$ cat config.mk
export PLATFORM = sky130hd
export DESIGN_NAME = ula_multiciclo
export DESIGN_NICKNAME = d
export VERILOG_FILES = /design/src/rtl/ula_multiciclo.sv
export SDC_FILE = /design/constraint.sdc
export NUM_CORES = 1
export LEC_CHECK = 0
export BUFFER_PORTS_ARGS = -buffer_cell sky130_fd_sc_hd__buf_2
export CELL_PAD_IN_SITES_DETAIL_PLACEMENT = 0
export CELL_PAD_IN_SITES_GLOBAL_PLACEMENT = 1
export CORE_MARGIN = 2
export CORE_UTILIZATION = 40
export CTS_CLUSTER_DIAMETER = 30
export DETAILED_ROUTE_END_ITERATION = 7
export PLACE_DENSITY = 0.8
export SETUP_SLACK_MARGIN = 0.5
export SYNTH_ARGS = -nofsm -noshare
export SYNTH_HDL_FRONTEND = slang
export SYNTH_SLANG_ARGS = --single-unit
$ cat constraint.sdc
create_clock -name clock -period 6.3 [get_ports clock]
set_input_delay 0.315 -clock clock [delete_from_list [all_inputs] [get_ports clock]]
set_output_delay 0.315 -clock clock [all_outputs]
set_load 0.02 [all_outputs]
$ cat src/rtl/ula_multiciclo.sv
`timescale 1ns/1ps
// Multi-cycle MIPS ALU: single-cycle simple ops, iterative shift-add multiply and
// restoring divide sharing one double-width accumulator, start/busy/done handshake.
module ula_multiciclo #(
  parameter int LARGURA = 32
) (
  input  logic               clock,
  input  logic               reset,
  input  logic               inicio,
  input  logic [2:0]         opCode,
  input  logic [LARGURA-1:0] operador1,
  input  logic [LARGURA-1:0] operador2,
  output logic [LARGURA-1:0] resultado,
  output logic [LARGURA-1:0] resultadoHi,
  output logic               isZero,
  output logic               divZero,
  output logic               ocupado,
  output logic               pronto
);

  localparam int CW = $clog2(LARGURA);

  localparam logic [2:0] OP_ADD  = 3'b000;
  localparam logic [2:0] OP_SUB  = 3'b001;
  localparam logic [2:0] OP_OR   = 3'b010;
  localparam logic [2:0] OP_EQ   = 3'b011;
  localparam logic [2:0] OP_LESS = 3'b100;
  localparam logic [2:0] OP_MULT = 3'b101;
  localparam logic [2:0] OP_DIV  = 3'b110;
  localparam logic [2:0] OP_AND  = 3'b111;

  typedef enum logic [1:0] {OCIOSO, MULT, DIV, FIM} estado_t;

  estado_t              r_estado;
  logic [CW-1:0]        r_cont;
  logic [2*LARGURA-1:0] r_acc;   // {HI, LO}: product accumulator or {remainder, quotient}
  logic [LARGURA-1:0]   r_op2;   // multiplicand or divisor
  logic [LARGURA-1:0]   r_resultado;
  logic [LARGURA-1:0]   r_resultado_hi;
  logic                 r_is_zero;
  logic                 r_div_zero;
  logic                 r_ocupado;
  logic                 r_pronto;

  logic [LARGURA-1:0]   w_simples;
  logic [LARGURA-1:0]   w_hi;
  logic [LARGURA-1:0]   w_lo;
  logic [LARGURA:0]     w_soma;
  logic [LARGURA:0]     w_resto_desl;
  logic [LARGURA:0]     w_dif;
  logic                 w_subtrai;
  logic [2*LARGURA-1:0] w_passo;

  always_comb begin
    w_simples = '0;
    case (opCode)
      OP_ADD:  w_simples = operador1 + operador2;
      OP_SUB:  w_simples = operador1 - operador2;
      OP_OR:   w_simples = operador1 | operador2;
      OP_EQ:   w_simples = {{(LARGURA-1){1'b0}}, (operador1 == operador2)};
      OP_LESS: w_simples = {{(LARGURA-1){1'b0}}, (operador1 < operador2)};
      OP_AND:  w_simples = operador1 & operador2;
      default: w_simples = '0;
    endcase
  end

  // One iteration of either engine; the state selects which one is committed.
  always_comb begin
    w_hi         = r_acc[2*LARGURA-1:LARGURA];
    w_lo         = r_acc[LARGURA-1:0];
    w_soma       = {1'b0, w_hi} + (w_lo[0] ? {1'b0, r_op2} : '0);
    w_resto_desl = {w_hi, w_lo[LARGURA-1]};
    w_dif        = w_resto_desl - {1'b0, r_op2};
    w_subtrai    = (w_resto_desl >= {1'b0, r_op2});
    w_passo      = {w_soma, w_lo[LARGURA-1:1]};
    if (r_estado == DIV) begin
      if (w_subtrai)
        w_passo = {w_dif[LARGURA-1:0], w_lo[LARGURA-2:0], 1'b1};
      else
        w_passo = {w_resto_desl[LARGURA-1:0], w_lo[LARGURA-2:0], 1'b0};
    end
  end

  always_ff @(posedge clock or posedge reset) begin
    if (reset) begin
      r_estado       <= OCIOSO;
      r_cont         <= '0;
      r_acc          <= '0;
      r_op2          <= '0;
      r_resultado    <= '0;
      r_resultado_hi <= '0;
      r_is_zero      <= 1'b0;
      r_div_zero     <= 1'b0;
      r_ocupado      <= 1'b0;
      r_pronto       <= 1'b0;
    end else begin
      case (r_estado)
        OCIOSO: begin
          r_pronto <= 1'b0;
          if (inicio) begin
            r_ocupado <= 1'b1;
            r_cont    <= CW'(LARGURA - 1);
            if (opCode == OP_MULT) begin
              r_acc    <= {{LARGURA{1'b0}}, operador2};
              r_op2    <= operador1;
              r_estado <= MULT;
            end else if (opCode == OP_DIV && operador2 != '0) begin
              r_acc    <= {{LARGURA{1'b0}}, operador1};
              r_op2    <= operador2;
              r_estado <= DIV;
            end else if (opCode == OP_DIV) begin
              r_resultado    <= '1;
              r_resultado_hi <= operador1;
              r_is_zero      <= 1'b0;
              r_div_zero     <= 1'b1;
              r_pronto       <= 1'b1;
              r_estado       <= FIM;
            end else begin
              r_resultado    <= w_simples;
              r_resultado_hi <= '0;
              r_is_zero      <= (w_simples == '0);
              r_div_zero     <= 1'b0;
              r_pronto       <= 1'b1;
              r_estado       <= FIM;
            end
          end
        end
        MULT, DIV: begin
          r_acc <= w_passo;
          if (r_cont == '0) begin
            r_resultado    <= w_passo[LARGURA-1:0];
            r_resultado_hi <= w_passo[2*LARGURA-1:LARGURA];
            r_is_zero      <= (w_passo[LARGURA-1:0] == '0);
            r_div_zero     <= 1'b0;
            r_pronto       <= 1'b1;
            r_estado       <= FIM;
          end else begin
            r_cont <= r_cont - 1'b1;
          end
        end
        FIM: begin
          r_pronto  <= 1'b0;
          r_ocupado <= 1'b0;
          r_estado  <= OCIOSO;
        end
      endcase
    end
  end

  assign resultado   = r_resultado;
  assign resultadoHi = r_resultado_hi;
  assign isZero      = r_is_zero;
  assign divZero     = r_div_zero;
  assign ocupado     = r_ocupado;
  assign pronto      = r_pronto;

endmodule

==> summary.md, run 1 <==
| Metric | Value |
|---|---|
| Final worst path period need | `4470 ps` |
| Total detailed-routing wirelength | `68400 um` |
| Wire length of the first global-routing pass | `roughly 100000 um` |
| Outcome | `finished, final reports clean` |
| Worst R2R Start | `r_acc[32]$_DFFE_PP0P_` |
| Clock tree root driver cell | `clkbuf_16` |
| Fraction of layout instances using a drive strength above 1 | `10.1%` |
| Endpoints failing hold | `0` |
| Worst Setup EP | `resultadoHi[10]$_DFFE_PP0P_` |
| Worst Setup Start Kind | `flip-flop` |
| Gate count of the mapped netlist | `2372` |
| Maximum number of pins on one net before global-route repair | `94` |
| Post CTS Setup Buffer Count | `0` |
| Sequential share of the synthesized area | `about a quarter` |
| Number of warnings reported in the yosys synthesis log | `0` |
| Post-route clock period utilization | `a little under three quarters` |
| Flip-flop and latch count after synthesis | `about 170` |
| Initial antenna violation count | `2` |
| Unrepaired setup endpoints after global routing | `false` |
| Number of iterations in the first detailed-routing pass | `5` |
| CTS tree | `yes` |
| Most used DFF post-synth | `dfrtp_1` |
| CTS Buf Count | `17` |
| Die area | `between 40000 and 50000 sq um` |
| Element type at the critical path end | `flip-flop` |
| CTS Buffer Depth | `2` |
| Worst Path Class, Setup | `reg -> reg` |
| Total of cells resized after clock tree synthesis | `0` |
| Worst hold-check path type | `in -> reg` |
| GP Congestion | `roughly 0.96` |
| Max-capacitance violation count | `0` |
| Worst setup skew after layout | `around 14 ps` |
| Via count of the first global-routing pass | `roughly 17000` |
| GRT Resource Usage Total | `between 20% and 30%` |
| Number of synthesized flops with an enable pin | `0` |
| Total core area | `about 44000 sq um` |
| Number of H-tree levels | `4` |
| Peak supply drop | `around 0.26 mV` |
| Highest fanout seen on the critical path | `33` |
| DR vias/cell | `roughly 6` |
| Starting Density | `between 40% and 50%` |
| Clock latency reported for the late side of the worst-skew pair | `about 490 ps` |
| Total of buffers placed on input and output ports | `roughly 140` |
| R2r setup slk | `1830 ps` |
| FF-to-FF path depth | `13` |
| Pwr Density | `about 520 nW/um^2` |
| Detailed-route via count | `18300` |
| Number of DRC markers after the initial detailed-route iteration | `2038` |
| Achievable frequency | `between 200 and 250 MHz` |
| Global routing met3 resource utilization | `about 4.7%` |
| DRT antenna net count | `0` |
| Estimated wirelength of the detail-placed design | `~53000 um` |
| Met1 Usage GRT | `about two fifths` |
| Post-synthesis cell type count | `87` |
| Register clock-pin slew on the reported worst setup and hold paths | `70 ps` |
| Data arrival time of the critical path | `about 4800 ps` |
| Area Overhead vs Synth | `10.0%` |
| Die height | `~220 um` |
| Wire length per cell after detailed routing | `22.6 um` |
| Fraction of registers with async set/reset | `100%` |
| Final #Nets | `2675` |
| Pins over their slew limit | `0` |
| Number of placed cells counting well taps | `about 3000` |
| GR met2 Demand/Resource | `a little under half` |
| Number of top-level design ports | `~140` |
| End of the worst register-to-register path | `resultadoHi[10]$_DFFE_PP0P_` |
| Worst slew pin tran | `1100 ps` |
| Num Clock Sinks | `roughly 170` |
| Required time of the critical path | `roughly 6600 ps` |
| Residual DRC count | `0` |
| Most crowded layer after global routing | `met2` |
| Per-instance average area after synthesis | `7.51 sq um` |
| Final setup TNS | `0 ps` |
| Syn_nets | `~2600` |
| Setup-failing EPs final | `0` |
| Total congestion overflow | `0` |
| Leakage power summed over all cells | `roughly 0.009 uW` |
| Max-slew headroom at the worst pin | `between 20% and 30%` |
| Synthesized cell area | `17800 sq um` |
| Die span in x | `roughly 220 um` |
| Start point of the critical path | `r_acc[32]$_DFFE_PP0P_` |
| Final cell count without fillers | `3024` |
| Standard-cell rows | `a little under 80` |
## critical path: stages (launching register included)
cell and delay (ps):
dfrtp_1 440, ha_1 340, nor2b_1 130, o21ai_0 200
a21boi_0 200, o31ai_1 710, a211o_1 290, a311oi_1 180
a21oi_4 760, buf_4 410, mux2i_1 230, mux2i_1 120
a22oi_1 190, o21ai_0 100
## sequential cells by signal (all words and copies together), names as in the netlist
signal,cells
ocupado,1
r_op2,32
r_cont,5
pronto,1
r_estado,2
r_acc,64
resultado,32
resultadoHi,32
isZero,1
divZero,1
## cells in the mapped netlist (9+ instances only)
cell type  count  area [sq um]
a211o_1        9          78.8
a211oi_1      39           293
a21boi_0       9          67.6
a21o_1        62           465
a21oi_1      181           906
a221o_1        9          90.1
a221oi_1      15           131
a31oi_1       64           400
and2_1        54           338
and3_1         9          56.3
buf_1         10          37.5
buf_2         19          95.1
clkbuf_1     104           390
dfrtp_1      171          4280
ha_1         183          2290
inv_1        159           597
mux2_2        14           158
mux2i_1       46           460
nand2_1      305          1140
nand2b_1      21           131
nand3_1       39           195
nand4_1       24           150
nor2_1       228           856
nor2b_1       27           169
nor3_1        38           190
nor4_1        32           200
o211ai_1      21           158
o21a_1        10          75.1
o21ai_0      181           906
o21bai_1      19           143
o221ai_1       9          78.8
o22a_1        11          96.3
o22ai_1       15          93.8
o31ai_1       22           165
or3_1         11          68.8
or4_1          9          67.6
xnor2_1       43           377
xor2_1        23           201
## routing by layer
metal  up-vias  part of all wire (%)
li1       8583                     -
met1      8808                    46
met2       786                    45
met3        92                   7.2
met4         2                   2.4
met5         -                 0.019
## logic make-up (layout without fill, tap and decap cells)
kind of cell             after synthesis  after routing  synth area share (%)
multiplexers                          60             60                  3.47
XOR/XNOR                              66             66                  3.24
AND/OR/NAND/NOR                      823            823                  21.3
buffers and inverters                293            352                  6.31
flip-flops                           171            171                  24.0
adder cells (fa/ha/maj)              187            187                  13.3
other                                  0              1                     0
AO/OA/AOI/OAI                        772            772                  28.4
## through the flow
stage | total power, uW | setup WS, ps | cell area (sq um) | hold slack [ps] | utilization (%)
floorplan | 6840 | 1350 | 17800 | 463 | -
finish | 10100 | 1830 | 19600 | 136 | 44.4
global route | 10900 | 1590 | 19600 | 133 | 44.4
detailed placement | 8890 | 1830 | 19000 | 453 | 43.1
CTS | 10000 | 1850 | 19600 | 108 | 44.4
global placement | 8840 | 1870 | 19000 | 448 | 43.1
## power breakdown
group / switching (uW) / internal [uW]
clock network: 513 / 596
logic: 4380 / 2470
registers: 519 / 1640
## area by class of cell
| type | count | area [sq um] |
|---|---|---|
| diodes | 1 | 2.50 |
| clock buffers | 19 | 443 |
| clock inverters | 13 | 144 |
| fillers | 4562 | 24500 |
| inverters | 159 | 604 |
| multi-input cells | 1908 | 12500 |
| flip-flops and latches | 171 | 4280 |
| well taps | 592 | 741 |
| repair buffers | 161 | 868 |
## worst min path at each step
| stage | from | endpoint | slack, ps | cells past startpoint |
|---|---|---|---|---|
| finish | operador2[31] | r_op2[31]$_DFFE_PP0P_ | 140 | 3 |
| global route | operador2[31] | r_op2[31]$_DFFE_PP0P_ | 130 | 3 |
| CTS | operador2[31] | r_op2[31]$_DFFE_PP0P_ | 110 | 3 |
| detailed placement | resultado[6]$_DFFE_PP0P_ | resultado[6]$_DFFE_PP0P_ | 450 | 2 |
| global placement | resultado[6]$_DFFE_PP0P_ | resultado[6]$_DFFE_PP0P_ | 450 | 2 |
| floorplan | operador1[10] | r_op2[10]$_DFFE_PP0P_ | 460 | 2 |
## cells in the final DEF (no fill, tap or decap), types with 23 or more instances in the layout
cell type / n
nand3_1: 38
a21o_1: 62
nor2b_1: 27
mux2i_1: 46
xor2_1: 23
nor2_1: 225
a211oi_1: 39
inv_1: 158
nand2_1: 305
nor4_1: 32
nand4_1: 24
a31oi_1: 64
nor3_1: 37
buf_2: 137
xnor2_1: 43
ha_1: 181
and2_1: 54
buf_4: 23
o21ai_0: 181
dfrtp_1: 171
a21oi_1: 178
## timing repair
item                                    CTS  global route
endpoints found under the setup margin    0             0
hold buffers                              1             0
endpoints found under the hold margin    42             0
Note: power is estimated with default switching activity, not from simulation.
==> run 2: changes to the inputs <==
- clock period: 6.3 -> 4.5 ns (I/O delays scaled with it)
==> summary.md, run 2 (synthesis gave the netlist of run 1 again) <==
| Metric | Value |
|---|---|
| Wire length per cell after detailed routing | `22.7 um` |
| Total congestion overflow | `0` |
| Worst slew pin tran | `roughly 950 ps` |
| Worst hold-check path type | `in -> reg` |
| Initial antenna violation count | `5` |
| Clock latency reported for the late side of the worst-skew pair | `just under 500 ps` |
| Most common cell after layout, fill and taps aside | `nand2_1` |
| Required time of the critical path | `between 4000 and 5000 ps` |
| Worst Setup Start Kind | `flip-flop` |
| Number of H-tree levels | `4` |
| Total of buffers placed on input and output ports | `roughly 140` |
| Total core area | `44100 sq um` |
| Die span in x | `around 220 um` |
| Max-capacitance violation count | `0` |
| Largest register by flop count | `r_acc` |
| Unrepaired setup endpoints after global routing | `false` |
| Data arrival time of the critical path | `approximately 4300 ps` |
| Highest fanout seen on the critical path | `3` |
| Peak supply drop | `0.442 mV` |
| Post-route clock period utilization | `86.1%` |
| Setup-failing EPs final | `0` |
| Achievable frequency | `258 MHz` |
| Max reg flops | `64` |
| Leakage power summed over all cells | `~0.0094 uW` |
| Residual DRC count | `0` |
| Outcome | `finished, final reports clean` |
| Cell-internal power | `6720 uW` |
| DRT antenna net count | `0` |
| Worst Path Class, Setup | `reg -> reg` |
| Num Clock Sinks | `approximately 170` |
| Pwr Density | `724 nW/um^2` |
| GRT Resource Usage Total | `between 20% and 30%` |
| Register clock-pin slew on the reported worst setup and hold paths | `80 ps` |
| Total detailed-routing wirelength | `about 70000 um` |
| CTS Buffer Depth | `2` |
| Pins over their slew limit | `0` |
| Clock tree root driver cell | `clkbuf_16` |
| Utilization after layout | `a little under half` |
| Element type at the critical path end | `flip-flop` |
| Max-slew headroom at the worst pin | `36.3%` |
| Sw Pwr | `7730 uW` |
| Most frequent cells in the layout | `nand2_1, nor2_1, o21ai_0, ha_1, a21oi_1` |
| Final setup TNS | `0 ps` |
| Sw Ratio | `about 54%` |
| Starting Density | `between 40% and 50%` |
| CTS Buf Count | `17` |
| Relative contribution of combinational cells to total power | `between 60% and 70%` |
| Estimated wirelength of the detail-placed design | `54100 um` |
| Die area | `about 46000 sq um` |
| Wire length of the first global-routing pass | `105000 um` |
| Die height | `approximately 220 um` |
| Number of top-level design ports | `138` |
| Final #Nets | `around 2700` |
| CTS tree | `yes` |
| Final worst path period need | `about 3900 ps` |
| Worst setup skew after layout | `about 17 ps` |
| DR vias/cell | `roughly 6` |
| Endpoints failing hold | `0` |
| Number of iterations in the first detailed-routing pass | `6` |
| Standard-cell rows | `between 70 and 80` |
| Maximum number of pins on one net before global-route repair | `roughly 140` |
| Detailed-route via count | `18300` |
| Fraction of layout instances using a drive strength above 1 | `11.5%` |
| Number of DRC markers after the initial detailed-route iteration | `~1700` |
| Clock power share | `approximately 11%` |
| Area Overhead vs Synth | `11.9%` |
| GP Congestion | `0.950` |
| Via count of the first global-routing pass | `roughly 17000` |
| Sequential Power Share | `between 20% and 30%` |
run 2: changes by cell type in the layout (fill, tap and decap cells not counted), sizes merged:
cell | before | now
inv | 161 | 167
clkbuf | 19 | 17
clkinvlp | 3 | 1
diode | 1 | 5
buf | 160 | 189
clkinv | 6 | 4
run 2: layer usage:
layer  wire length (um)  global-route usage [%]
met2              30600                    45.2
met5                  0                       0
met1              31300                    41.0
met3               5100                    5.18
met4               2440                    11.5
run 2: worst max-delay path: stages, from the launching register on:
cell and delay, ps:
dfrtp_1 430, inv_2 120, ha_1 170, inv_1 50, fa_1 410, a21o_1 180, a21o_1 260, a21oi_2 190
o31ai_2 130, a221o_1 410, a31oi_4 220, nor4_1 70, a41o_1 200, or4_1 560, a31oi_2 240, mux2_2 180
run 2: cell type report:
cell class              count  area [sq um]
diodes                      5          12.5
multi-input cells        1908         12600
well taps                 592           741
flip-flops and latches    171          4280
clock inverters            15           199
clock buffers              17           425
inverters                 159           601
repair buffers            190          1120
fillers                  4535         24200
run 2: per-stage QoR:
step / setup WS, ps / hold WS (ps) / cell area [sq um] / power (uW) / std cells
finish: 624 / 45.4 / 19900 / 14400 / 3057
global route: 510 / 47.2 / 19900 / 15500 / 3057
CTS: 503 / 15.0 / 19900 / 14300 / 3048
detailed placement: 199 / 427 / 19200 / 12600 / 3014
global placement: 204 / 413 / 19200 / 12500 / 3014
floorplan: 998 / 373 / 17800 / 9580 / 2372
run 2: repair_timing:
item | in CTS | in global routing
pin swaps | 1 | 2
hold endpoints to repair | 36 | 0
resized for setup | 3 | 7
setup buffers | 1 | 4
hold buffers | 1 | 0
cloned | 0 | 0
endpoints found under the setup margin | 3 | 33
run 2: path summary, 6_finish.rpt:
| path | from | cells after the start | slack (ps) | endpoint |
|---|---|---|---|---|
| max | r_acc[31]$_DFFE_PP0P_ | 15 | 620 | r_acc[56]$_DFFE_PP0P_ |
| min | operador2[27] | 3 | 50 | r_op2[27]$_DFFE_PP0P_ |
| max reg2reg | r_acc[31]$_DFFE_PP0P_ | 15 | 620 | r_acc[56]$_DFFE_PP0P_ |
| min reg2reg | divZero$_DFFE_PP0P_ | 2 | 470 | divZero$_DFFE_PP0P_ |
| max in group asynchronous | reset | 4 | 2790 | r_cont[3]$_DFFE_PP0P_ |
| min in group asynchronous | reset | 3 | 450 | resultado[11]$_DFFE_PP0P_ |
run 2: power by group through the flow:
stage          clock (uW)  sequential (uW)  combinational (uW)
4_1_cts              1650             3000                9650
3_3_place_gp            0             3000                9480
6_report             1630             3020                9800
5_1_grt              1710             3090               10700
3_5_place_dp            0             3020                9560
2_1_floorplan           0             3080                6500
